<file path="src/rtl/rega_temporizador.sv">
// Irrigation timing controller: one-second tick and display-scan prescalers plus the watering FSM
// that drives the remaining-seconds digit, state code, valve enables and tank-low alarm.
module rega_temporizador #(
  parameter int unsigned TICK_DIV  = 50000000,
  parameter int unsigned SCAN_DIV  = 50000,
  parameter int unsigned DUR_GOTEJ = 9,
  parameter int unsigned DUR_ASPER = 5
) (
  input  logic       CLK,
  input  logic       RST,
  input  logic       SOLO_SECO,
  input  logic       NIVEL_BAIXO,
  input  logic       MODO_ASPER,
  output logic       S,
  output logic [3:0] ContA,
  output logic [1:0] ContB,
  output logic       VALV_GOT,
  output logic       VALV_ASP,
  output logic       ALARME
);

  localparam int unsigned TickW = (TICK_DIV > 2) ? $clog2(TICK_DIV) : 1;
  localparam int unsigned ScanW = (SCAN_DIV > 2) ? $clog2(SCAN_DIV) : 1;

  localparam logic [TickW-1:0] TickLast = TickW'(TICK_DIV - 1);
  localparam logic [ScanW-1:0] ScanLast = ScanW'((SCAN_DIV > 0) ? SCAN_DIV - 1 : 0);

  // Out-of-range durations are pulled into the single BCD digit range 1..9.
  localparam int unsigned DurGotC = (DUR_GOTEJ < 1) ? 1 : (DUR_GOTEJ > 9) ? 9 : DUR_GOTEJ;
  localparam int unsigned DurAspC = (DUR_ASPER < 1) ? 1 : (DUR_ASPER > 9) ? 9 : DUR_ASPER;
  localparam logic [3:0]  DurGot  = 4'(DurGotC);
  localparam logic [3:0]  DurAsp  = 4'(DurAspC);

  typedef enum logic [1:0] {
    StIdle   = 2'b00,
    StGotej  = 2'b01,
    StAsper  = 2'b10,
    StAlarme = 2'b11
  } state_e;

  state_e           state_q;
  logic [TickW-1:0] tick_cnt_q;
  logic [ScanW-1:0] scan_cnt_q;
  logic             tick;

  assign tick  = (tick_cnt_q == TickLast);
  assign ContB = state_q;

  // Free-running one-second prescaler; only RST restarts it.
  always_ff @(posedge CLK) begin
    if (RST) begin
      tick_cnt_q <= '0;
    end else if (tick) begin
      tick_cnt_q <= '0;
    end else begin
      tick_cnt_q <= tick_cnt_q + TickW'(1);
    end
  end

  // Display scan strobe: toggles on every prescaler wrap, independent of the FSM.
  always_ff @(posedge CLK) begin
    if (RST) begin
      scan_cnt_q <= '0;
      S          <= 1'b0;
    end else if (scan_cnt_q == ScanLast) begin
      scan_cnt_q <= '0;
      S          <= ~S;
    end else begin
      scan_cnt_q <= scan_cnt_q + ScanW'(1);
    end
  end

  // Watering FSM with registered outputs; tank-low overrides every other event.
  always_ff @(posedge CLK) begin
    if (RST) begin
      state_q  <= StIdle;
      ContA    <= 4'd0;
      VALV_GOT <= 1'b0;
      VALV_ASP <= 1'b0;
      ALARME   <= 1'b0;
    end else if (NIVEL_BAIXO) begin
      state_q  <= StAlarme;
      ContA    <= 4'd0;
      VALV_GOT <= 1'b0;
      VALV_ASP <= 1'b0;
      ALARME   <= 1'b1;
    end else begin
      case (state_q)
        StAlarme: begin
          state_q <= StIdle;
          ALARME  <= 1'b0;
        end
        StIdle: begin
          if (tick && SOLO_SECO) begin
            if (MODO_ASPER) begin
              state_q  <= StAsper;
              ContA    <= DurAsp;
              VALV_ASP <= 1'b1;
            end else begin
              state_q  <= StGotej;
              ContA    <= DurGot;
              VALV_GOT <= 1'b1;
            end
          end
        end
        StGotej, StAsper: begin
          if (tick) begin
            if (ContA > 4'd1) begin
              ContA <= ContA - 4'd1;
            end else begin
              // Last second elapsed (0 is handled the same way so the digit never wraps).
              state_q  <= StIdle;
              ContA    <= 4'd0;
              VALV_GOT <= 1'b0;
              VALV_ASP <= 1'b0;
            end
          end
        end
        default: begin
          state_q  <= StIdle;
          ContA    <= 4'd0;
          VALV_GOT <= 1'b0;
          VALV_ASP <= 1'b0;
          ALARME   <= 1'b0;
        end
      endcase
    end
  end

endmodule

</file>
<file path="config.mk">
export PLATFORM = sky130hd
export DESIGN_NAME = rega_temporizador
export DESIGN_NICKNAME = d
export VERILOG_FILES = /design/src/rtl/rega_temporizador.sv
export SDC_FILE = /design/constraint.sdc
export NUM_CORES = 1
export LEC_CHECK = 0
export ABC_AREA = 1
export BUFFER_PORTS_ARGS = -buffer_cell sky130_fd_sc_hd__buf_2
export CAP_MARGIN = 20
export CORE_MARGIN = 5
export CORE_UTILIZATION = 40
export DETAILED_ROUTE_END_ITERATION = 6
export PLACE_DENSITY = 0.66
export SKIP_LAST_GASP = 1
export SYNTH_ARGS = -nofsm -noshare
export SYNTH_HDL_FRONTEND = slang
export SYNTH_SLANG_ARGS = --single-unit
</file>
<file path="constraint.sdc">
create_clock -name CLK -period 2.32 [get_ports CLK]
set_clock_uncertainty 0.15 [all_clocks]
set_input_delay 0.232 -clock CLK [delete_from_list [all_inputs] [get_ports CLK]]
set_output_delay 0.232 -clock CLK [all_outputs]
set_load 0.01 [all_outputs]
</file>
==> metrics.md, run 1 <==
| Metric | Value |
|---|---|
| Number of synthesized flops with an enable pin | `0` |
| DP Area | `slightly below 3000 µm²` |
| Postcts setup bufs | `0` |
| Max Fclk | `485 MHz` |
| Final instance area | `3030 µm²` |
| Post-synth ARST share | `0` |
| I/O Pins | `15` |
| Critical Path AT | `around 2200 ps` |
| Setup repair after global routing missed its margin | `false` |
| CP Class | `reg -> reg` |
| Routed WL | `approximately 5.6 mm` |
| Min-delay src | `NIVEL_BAIXO` |
| Fin crit share | `0.889` |
| CP cell instances | `inv_1 -> ha_1 -> o21ai_0 -> nand2_1 -> or2_2 -> nand4_1 -> nand2_1 -> nor2_1` |
| Initial antenna violation count | `0` |
| Cells after Synth | `a little under 400` |
| Hold_buf cts | `1` |
| Worst skew pair latency | `between 300 and 400 ps` |
| Bufs on Longest Clock Path | `2` |
| Hpwl dp | `4.22 mm` |
| # fillers | `720` |
| Number of iterations in the first detailed-routing pass | `4` |
| Ys Warns | `0` |
| Most frequent cell after synthesis | `nand2_1` |
| Port bufs | `14` |
| Final setup fails | `0` |
| Reg-to-reg startpoint | `ContA[0]` |
| RePlAce Congestion | `between 0.8 and 0.9` |
| Ant diodes | `0` |
| Post-synth top area cell | `dfxtp_1` |
| Post-route minimum period | `2060 ps` |
| R2R depth | `8` |
| Post-synth top area share | `0.376` |
| Worst hold stages | `3` |
| Largest net degree at the start of global routing | `18` |
| P&R area growth vs syn | `9.26%` |
| Max-cap violations | `0` |
| Top delay family on crit path | `simple AND/OR/NAND/NOR gates` |
| Slew HR | `0.681` |
| First-pass GRT wire length | `9.69 mm` |
| Number of vias per cell | `approximately 5.0` |
| R2r endpoint | `ContA[1]` |
| Maximum vdd drop | `just under 0.0004 V` |
| Clock root cell | `clkbuf_8` |
| Vias in the first global route | `around 2200` |
| Setup TNS | `0 ps` |
| CP Launch Type | `flip-flop` |
| H-tree Lvls | `2` |
| CP Buf/Inv Count | `1` |
| Critical path depth | `8` |
| Die height | `about 93 µm` |
| Synth Flop Type | `dfxtp_1` |
| Die width | `93.2 µm` |
| Crit path required time | `about 2400 ps` |
| DRC | `0` |
| # nets final | `roughly 420` |
| Number of synthesized register bits | `52` |
| WL/cell | `around 11 µm` |
| Mean Syn Cell Area | `around 7.0 µm²` |
| Crit path top cell by count | `nand2_1` |
| Final count of hold timing violations | `0` |
| DRT antenna net count | `0` |
| Cts bufs inserted | `5` |
| CTS tree | `done` |
| Hold Path Class | `in -> reg` |
| Crit-path max FO | `5` |
| GRT Total Usage | `0.136` |
| Final count of pins violating max slew | `0` |
| CP endpoint kind | `flip-flop` |
| Seq/Total Area, Yosys | `0.376` |
| Ranking of synthesized cells by area | `dfxtp_1 (38%), nand2_1 (9.6%), nor2_1 (8.5%), inv_1 (7.2%), a21oi_1 (4.9%)` |
| Layout cell share with drive strength beyond 1 | `0.126` |
| DR vias | `2456` |
| R2r setup slk | `approximately 260 ps` |
| Leak Pwr | `between 1 and 1.5 nW` |
| FP Rows | `30` |
| TritonCTS Sinks | `52` |
| Top cells by count, synth | `nand2_1 (71), nor2_1 (63), inv_1 (53), dfxtp_1 (52), a21oi_1 (27)` |
| Post_cts resized | `0` |
| 1st-iter DRT viols | `roughly 110` |
| Largest stage delay, worst path | `400 ps` |
| Initial core utilization | `0.410` |
| Congestion Overflow GR | `0` |
| Status | `finished, final reports clean` |
| Worst Tran Pin Value | `around 480 ps` |
| Hold EP | `ALARME` |
| Post-synth cell types | `38` |
| CP max-delay cell | `o21ai_0` |
| Clock slew at reported path FFs | `roughly 100 ps` |
| Core Region | `6760 µm²` |
| Pwr/cell area | `around 650 nW/µm²` |
| Die Footprint | `8690 µm²` |
| Synthesized Nets | `405` |
| Post-Syn Area | `2770 µm²` |
layout make-up:
type,count,area (µm²),share of cell area
timing repair buffer,16,87.6,0.0289
tap,80,100,0.0331
sequential,52,1040,0.344
clock inverter,3,21.3,0.00703
inverter,56,210,0.0695
multi-input combinational,282,1500,0.495
clock buffer,5,68.8,0.0227
sequential cells by signal, indices dropped and copies added, names as in the netlist:
signal	cells
tick_cnt_q	26
scan_cnt_q	16
ContA	4
ContB	2
ALARME	1
S	1
VALV_ASP	1
VALV_GOT	1
metal layers:
metal,global-route usage,share of wire
met5,0,0
met4,0.0330,0.0093
met3,0.0370,0.031
met2,0.218,0.45
met1,0.182,0.51
logic make-up after synthesis:
| logic type | count (synthesis) | synth area share |
|---|---|---|
| simple gates | 222 | 0.390 |
| compound gates | 45 | 0.0949 |
| xor+xnor | 9 | 0.0285 |
| flops | 52 | 0.376 |
| fa+ha+maj | 6 | 0.0271 |
| buf+inv | 60 | 0.0836 |
power breakdown:
| group | switching (mW) | total [mW] | leakage [nW] | internal [mW] |
|---|---|---|---|---|
| logic | 0.294 | 0.459 | 0.692 | 0.165 |
| registers | 0.0316 | 0.962 | 0.421 | 0.930 |
| clock network | 0.324 | 0.539 | 0.0445 | 0.215 |
tightest hold or removal path, stage by stage:
cell	delay (ps)
buf_2	120
inv_1	60
a21oi_1	60
worst max-delay path by stage:
| stage | startpoint | endpoint | slack, ps |
|---|---|---|---|
| 2_1_floorplan | ContB[0] | ContA[1] | 420 |
| 3_3_place_gp | tick_cnt_q[0] | tick_cnt_q[7] | 380 |
| 3_5_place_dp | ContA[0] | ContA[1] | 290 |
| 4_1_cts | ContA[0] | ContA[1] | 270 |
| 5_1_grt | scan_cnt_q[0] | scan_cnt_q[10] | 120 |
| 6_report | ContA[0] | ContA[1] | 260 |
placed cells by master, fill, tap and decap left out, drive strengths merged:
cell and instances:
a21oi 28, a2bb2oi 1, and3 1, buf 15, clkbuf 5, clkinv 2, clkinvlp 1, dfxtp 52
dlygate4sd3 1, ha 6, inv 56, nand2 79, nand3 20, nand4 15, nor2 71, nor3 19
nor3b 5, nor4 3, o2111ai 2, o211ai 2, o21a 4, o21ai 4, o21bai 2, o22ai 2
or2 8, or3 1, xnor2 2, xor2 7
through the flow:
stage	util	std cells	setup slack, ps	hold slack (ps)	power [mW]
finish	0.448	494	256	51.7	1.96
global route	0.448	494	115	63.3	2.09
CTS	0.448	494	268	44.0	1.98
detailed placement	0.433	485	291	288	1.44
global placement	0.433	485	382	278	1.43
floorplan	-	394	424	151	1.33
Power figures use the tool's default switching activity.
==> inputs of run 2 (changes only) <==
--- a/config.mk
+++ b/config.mk
@@ -9,9 +9,10 @@
 export BUFFER_PORTS_ARGS = -buffer_cell sky130_fd_sc_hd__buf_2
 export CAP_MARGIN = 20
 export CORE_MARGIN = 5
-export CORE_UTILIZATION = 40
+export CORE_UTILIZATION = 45
 export DETAILED_ROUTE_END_ITERATION = 6
-export PLACE_DENSITY = 0.66
+export GPL_TIMING_DRIVEN = 0
+export PLACE_DENSITY = 0.72
 export SKIP_LAST_GASP = 1
 export SYNTH_ARGS = -nofsm -noshare
 export SYNTH_HDL_FRONTEND = slang
==> constraint.sdc (replaced) <==
create_clock -name CLK -period 2.2 [get_ports CLK]
set_clock_uncertainty 0.15 [all_clocks]
set_input_delay 0.22 -clock CLK [delete_from_list [all_inputs] [get_ports CLK]]
set_output_delay 0.22 -clock CLK [all_outputs]
set_load 0.01 [all_outputs]
==> run 2 against run 1 <==
Effect of this change: non-clock buffer count grew 2; largest power group unchanged; utilization increased by 6.1 points; highest routed layer unchanged; global-route usage rose by 2.8 points; routed wire length is 4.4% higher; fmax is 4.1% higher; clock-buffer cell count is 1 higher.
==> metrics.md, run 2 (synthesis results as in run 1) <==
| Metric | Value |
|---|---|
| Die height | `88.4 µm (-5.1%)` |
| First-pass GRT wire length | `10.4 mm (+7.4%)` |
| GRT Total Usage | `0.164 (+0.0283)` |
| Internal power | `1.38 mW (+5.7%)` |
| Critical Path AT | `2080 ps (-90 ps)` |
| Hold WS | `70.0 ps (+18.3 ps)` |
| Number of iterations in the first detailed-routing pass | `4 (unchanged)` |
| FP Rows | `28 (-6.7%)` |
| Fin crit share | `0.901 (+0.0115)` |
| Final instance area | `3030 µm² (about the same)` |
| Max reg flops | `26 (unchanged)` |
| DR vias | `2522 (+2.7%)` |
| Initial core utilization | `0.465 (+0.0551)` |
| DRT antenna net count | `0 (unchanged)` |
| Routed WL | `5.82 mm (+4.4%)` |
| RePlAce Congestion | `0.919 (+7.3%)` |
| Die width | `88.4 µm (-5.1%)` |
| Most frequent cells in the layout | `nand2_1 (71), nor2_1 (63), inv_1 (53), dfxtp_1 (52), a21oi_1 (27)` |
| Vias in the first global route | `2459 (+10%)` |
| Min-delay src | `NIVEL_BAIXO` |
| Crit path required time | `2300 ps (-130 ps)` |
| Hpwl dp | `4.42 mm (+4.6%)` |
| # nets final | `426 (+0.47%)` |
| Slew HR | `0.739 (+0.0579)` |
| Port bufs | `14 (unchanged)` |
| H-tree Lvls | `2 (unchanged)` |
| Area of the multi-input gates | `1500 µm² (unchanged)` |
| Layout cell share with drive strength beyond 1 | `0.127 (+0.00180)` |
| CP Class | `reg -> reg` |
| Clk network pwr share | `0.264 (-0.011)` |
| Max Fclk | `505 MHz (+4.1%)` |
| Cts bufs inserted | `5 (unchanged)` |
| DRC | `0 (unchanged)` |
| Power Total | `2.06 mW (+5.2%)` |
| P&R area growth vs syn | `9.35% (about the same)` |
| Top Registers | `tick_cnt_q (26), scan_cnt_q (16), ContA (4)` |
| Seq. cell area | `1040 µm² (unchanged)` |
| Crit path from | `ContA[0]` |
| Number of vias per cell | `5.14 (+3.3%)` |
| Leak Pwr | `1.16 nW (+0.43%)` |
| CTS tree | `done` |
| Setup TNS | `0 ps (unchanged)` |
| Maximum vdd drop | `0.000419 V (+5.7%)` |
| CP endpoint kind | `flip-flop` |
| Core Region | `5960 µm² (-12%)` |
| Final setup fails | `0 (unchanged)` |
| Clock slew at reported path FFs | `90 ps (about the same)` |
| Final count of pins violating max slew | `0 (unchanged)` |
| Congestion Overflow GR | `0 (unchanged)` |
| 1st-iter DRT viols | `93 (-14%)` |
| Reg-to-reg startpoint | `ContA[0]` |
| Status | `finished, final reports clean` |
| Hold Path Class | `in -> reg` |
| Bufs on Longest Clock Path | `2 (unchanged)` |
| Worst Tran Pin Value | `391 ps (-87.2 ps)` |
| Final count of hold timing violations | `0 (unchanged)` |
| # fillers | `617 (-14%)` |
| Net Switching | `0.676 mW (+4.1%)` |
| Pwr/cell area | `681 nW/µm² (+5.1%)` |
| Initial antenna violation count | `0 (unchanged)` |
| Clock root cell | `clkbuf_8` |
| TritonCTS Sinks | `52 (unchanged)` |
| Switching share of total power | `0.328 (-0.00349)` |
| Combinational share of power | `0.244 (+0.010)` |
| Max-cap violations | `0 (unchanged)` |
| Ant diodes | `0 (unchanged)` |
| Die Footprint | `7820 µm² (-10%)` |
| CP Launch Type | `flip-flop` |
| Crit-path max FO | `5 (unchanged)` |
| Sequential Power Share | `0.492 (about the same)` |
| Post-route minimum period | `1980 ps (-81.4 ps)` |
| Largest net degree at the start of global routing | `17 (-1)` |
| Worst skew pair latency | `300 ps (-20 ps)` |
| Most common cell after layout, fill and taps aside | `nand2_1` |
| DP Area | `2930 µm² (+0.26%)` |
| I/O Pins | `15 (unchanged)` |
| WL/cell | `11.9 µm (+5.0%)` |
| Biggest register | `tick_cnt_q` |
| Setup repair after global routing missed its margin | `false` |
run 2: power by group through the flow:
| stage | Combinational (mW) | Clock, mW | Sequential, mW |
|---|---|---|---|
| finish | 0.503 | 0.544 | 1.01 |
| global route | 0.566 | 0.602 | 1.02 |
| CTS | 0.495 | 0.565 | 1.01 |
| detailed placement | 0.492 | 0 | 1.04 |
| global placement | 0.476 | 0 | 1.03 |
| floorplan | 0.360 | 0 | 1.05 |
run 2: cell type report:
class	instances	area share
multi-input cells	282	0.494
flip-flops and latches	52	0.344
inverters	56	0.0694
well taps	75	0.0310
repair buffers	15	0.0264
clock buffers	6	0.0240
plain buffers	3	0.00579
clock inverters	2	0.00537
run 2: final timing paths:
check                        to  cells after the start  slack [ps]
setup / recovery       ContA[1]                      8         220
hold / removal           ALARME                      3          70
setup reg to reg       ContA[1]                      8         220
hold reg to reg   scan_cnt_q[0]                      1         300
run 2: per-stage QoR:
step                instances  setup slack, ps  utilization
detailed placement        483              111        0.492
global route              491             47.4        0.508
finish                    491              218        0.508
floorplan                 394              304            -
global placement          483              152        0.492
CTS                       492             83.8        0.509
run 2: repair_timing:
| item | 4_1_cts | 5_1_grt |
|---|---|---|
| buffers inserted | 0 | 0 |
| endpoints found under the hold margin | 2 | 0 |
| hold buffers | 1 | 0 |
| resized for setup | 0 | 1 |
| endpoints found under the setup margin | 0 | 2 |
run 2: layer usage:
layer / track usage / share of wire
met3: 0.0363 / 0.036
met4: 0.0591 / 0.015
met5: 0 / 0
met2: 0.279 / 0.47
met1: 0.204 / 0.48
run 2: worst max-delay path, stage by stage (launching register included):
cell and delay, ps:
dfxtp_1 420, inv_1 100, ha_1 240, o21ai_1 290, nand2_1 180, or2_2 310
nand4_1 100, nand2_1 60, nor2_1 100
==> inputs of run 3 (changes only) <==
--- a/config.mk
+++ b/config.mk
@@ -5,11 +5,11 @@
 export SDC_FILE = /design/constraint.sdc
 export NUM_CORES = 1
 export LEC_CHECK = 0
-export ABC_AREA = 1
 export BUFFER_PORTS_ARGS = -buffer_cell sky130_fd_sc_hd__buf_2
 export CAP_MARGIN = 20
 export CORE_MARGIN = 5
 export CORE_UTILIZATION = 45
+export CTS_BUF_LIST = sky130_fd_sc_hd__clkbuf_4
 export DETAILED_ROUTE_END_ITERATION = 6
 export GPL_TIMING_DRIVEN = 0
 export PLACE_DENSITY = 0.72
==> run 3 against run 2 <==
Effect of this change: final area fell by 7.6%; first-iteration DRC count fell by 18%; sequential cell count did not move; synthesized cell count fell by 27%.
==> metrics.md, run 3 <==
| Metric | Value |
|---|---|
| Top cells by count, synth | `nor2_1 (61), dfxtp_1 (52), xor2_1 (25), nand3_1 (18)` |
| Clock root cell | `clkbuf_4` |
| Leak Pwr | `1.05 nW (-9.3%)` |
| Ranking of synthesized cells by area | `dfxtp_1 (42%), nor2_1 (9.2%), xor2_1 (8.8%), xnor2_1 (5.3%), nand3_1 (3.6%)` |
| Final count of pins violating max slew | `0 (unchanged)` |
| # nets final | `321 (-25%)` |
| Layout cell share with drive strength beyond 1 | `0.141 (+0.0141)` |
| Die width | `84.4 µm (-4.5%)` |
| Top Registers | `tick_cnt_q (26), scan_cnt_q (16), ContA (4)` |
| Switching share of total power | `0.239 (-0.0892)` |
| GRT Total Usage | `0.136 (-0.0279)` |
| Post-synth cell types | `42 (+11%)` |
| Final setup fails | `0 (unchanged)` |
| Bufs on Longest Clock Path | `2 (unchanged)` |
| Post-route minimum period | `2080 ps (+98.3 ps)` |
| FP Rows | `27 (-3.6%)` |
| Vias in the first global route | `1850 (-25%)` |
| First-pass GRT wire length | `8.22 mm (-21%)` |
| Largest net degree at the start of global routing | `18 (+1)` |
| Fin crit share | `0.946 (+0.0447)` |
| Final Non-Filler Cells | `383 (-22%)` |
| CTS tree | `done` |
| # fillers | `529 (-14%)` |
| Worst Tran Pin Value | `720 ps (+330 ps)` |
| Post-Place Cells | `374 (-23%)` |
| Combinational share of power | `0.071 (-0.173)` |
| Seq/Total Area, Yosys | `0.417 (+0.0415)` |
| Sequential Power Share | `0.590 (+0.098)` |
| Post-synth ARST share | `0 (unchanged)` |
| Biggest register | `tick_cnt_q` |
| Cells after Synth | `288 (-27%)` |
| Max-cap violations | `0 (unchanged)` |
| DRC | `0 (unchanged)` |
| DRT antenna net count | `0 (unchanged)` |
| Critical Path AT | `2210 ps (+130 ps)` |
| Number of vias per cell | `5.10 (-0.73%)` |
| Slew HR | `0.516 (-0.223)` |
| Mean Syn Cell Area | `8.66 µm² (+23%)` |
| Post-synth top area share | `0.417 (+0.0415)` |
| Final Worst Setup Slack | `120 ps (-98.3 ps)` |
| P&R area growth vs syn | `12.1%` |
| Final core occ | `0.514 (+0.00575)` |
| CP endpoint kind | `flip-flop` |
| Max Fclk | `481 MHz (-4.7%)` |
| Final count of hold timing violations | `0 (unchanged)` |
| Initial antenna violation count | `0 (unchanged)` |
| Power Total | `1.64 mW (-20%)` |
| Ys Warns | `0 (unchanged)` |
| Die height | `84.4 µm (-4.5%)` |
| Max reg flops | `26 (unchanged)` |
| Post-Place Worst Slack | `-164 ps (-275 ps)` |
| CP Launch Type | `flip-flop` |
| Routed WL | `4.63 mm (-20%)` |
| Hold Path Class | `in -> reg` |
| H-tree Lvls | `2 (unchanged)` |
| Post-synth top area cell | `dfxtp_1` |
| Number of synthesized register bits | `52 (unchanged)` |
| Number of iterations in the first detailed-routing pass | `4 (unchanged)` |
| Hpwl dp | `3.33 mm (-25%)` |
| CP Class | `reg -> reg` |
| Setup repair after global routing missed its margin | `false` |
| Post-Syn Area | `2490 µm² (-9.9%)` |
| 1st-iter DRT viols | `76 (-18%)` |
| Internal power | `1.25 mW (-9.7%)` |
| Synthesized Nets | `299 (-26%)` |
| Most common cell after layout, fill and taps aside | `nor2_1` |
| Most frequent cells in the layout | `nor2_1 (61), dfxtp_1 (50), xor2_1 (25), nand3_1 (18)` |
| Most frequent cell after synthesis | `nor2_1` |
| Maximum vdd drop | `0.000304 V (-27%)` |
| Crit-path max FO | `10 (+5)` |
| Congestion Overflow GR | `0 (unchanged)` |
| Worst skew pair latency | `380 ps (+80 ps)` |
| Cts bufs inserted | `5 (unchanged)` |
| Initial core utilization | `0.458 (-0.00644)` |
| Number of synthesized flops with an enable pin | `0 (unchanged)` |
| Clk network pwr share | `0.339 (+0.075)` |
| Ant diodes | `0 (unchanged)` |
| Net Switching | `0.393 mW (-42%)` |
| Clock slew at reported path FFs | `160 ps (+70 ps)` |
| TritonCTS Sinks | `52 (unchanged)` |
| DR vias | `1953 (-23%)` |
| Port bufs | `14 (unchanged)` |
| Crit path required time | `2330 ps (+30 ps)` |
| Pwr/cell area | `588 nW/µm² (-14%)` |
| Hold WS | `107 ps (+36.7 ps)` |
| RePlAce Congestion | `0.794 (-14%)` |
| I/O Pins | `15 (unchanged)` |
| WL/cell | `12.1 µm (+2.0%)` |
| Core Region | `5440 µm² (-8.7%)` |
| Status | `finished, final reports clean` |
| Synth Flop Type | `dfxtp_1` |
| Die Footprint | `7130 µm² (-8.8%)` |
[run 3: cell count changes in the layout (fill, tap and decap cells not counted), moves of 7 or more]
| cell | delta |
|---|---|
| inv_1 | -41 |
| nor3_1 | -9 |
| a21oi_1 | -23 |
| and3_1 | +7 |
| xnor2_1 | +13 |
| xor2_1 | +18 |
| nand2_1 | -56 |
[run 3: cells by family after synthesis]
| family | share of synthesized area |
|---|---|
| simple gates | 0.308 |
| flops | 0.417 |
| xor+xnor | 0.140 |
| buf+inv | 0.0437 |
| compound gates | 0.0482 |
| fa+ha+maj | 0.0301 |
| mux | 0.0125 |
[run 3: layout make-up]
| type | count | area [µm²] | area share |
|---|---|---|---|
| inverter | 12 | 45.0 | 0.0161 |
| clock inverter | 3 | 46.3 | 0.0166 |
| tap | 72 | 90.1 | 0.0322 |
| clock buffer | 5 | 37.5 | 0.0134 |
| timing repair buffer | 17 | 98.8 | 0.0353 |
| buffer | 7 | 70.1 | 0.0251 |
| sequential | 52 | 1040 | 0.373 |
| multi-input combinational | 215 | 1370 | 0.488 |
[run 3: final timing paths]
check	from	end	slack, ps	cells past startpoint
setup / recovery	scan_cnt_q[5]	scan_cnt_q[11]	120	6
hold / removal	RST	scan_cnt_q[2]	110	4
setup reg to reg	scan_cnt_q[5]	scan_cnt_q[11]	120	6
hold reg to reg	tick_cnt_q[0]	tick_cnt_q[0]	290	1
[run 3: power by group through the flow]
stage	Clock [mW]	Sequential, mW	Combinational (mW)
2_1_floorplan	0	0.990	0.0804
3_3_place_gp	0	0.988	0.111
3_5_place_dp	0	0.989	0.112
4_1_cts	0.576	0.969	0.116
5_1_grt	0.618	0.973	0.133
6_report	0.558	0.969	0.117
[run 3: what timing repair did]
item / CTS / global route
buffers inserted: 1 / 1
hold buffers: 1 / 0
hold endpoints to repair: 2 / 0
resized for setup: 4 / 9
endpoints found under the setup margin: 26 / 30
pin swaps: 1 / 1
[run 3: layer usage]
metal / part of all wire / wire length, µm / track usage / vias to the layer above
met5: 0 / 0 / 0 / -
met4: 0.020 / 93 / 0.0561 / 0
met3: 0.028 / 130 / 0.0275 / 8
met2: 0.45 / 2110 / 0.223 / 19
met1: 0.50 / 2300 / 0.176 / 894
li1: - / - / - / 1032
[run 3: critical path: stages, from the launching register on]
cell and delay (ps):
dfxtp_1 380, or4_1 520, or4_4 550, nand2b_2 90, buf_6 130, buf_12 120
nor2_1 40
[run 3: stage by stage]
stage          cell area [µm²]  setup TNS, ps
6_report                  2800              0
5_1_grt                   2800              0
4_1_cts                   2770         -0.671
3_5_place_dp              2650          -3450
3_3_place_gp              2650          -2550
2_1_floorplan             2490              0
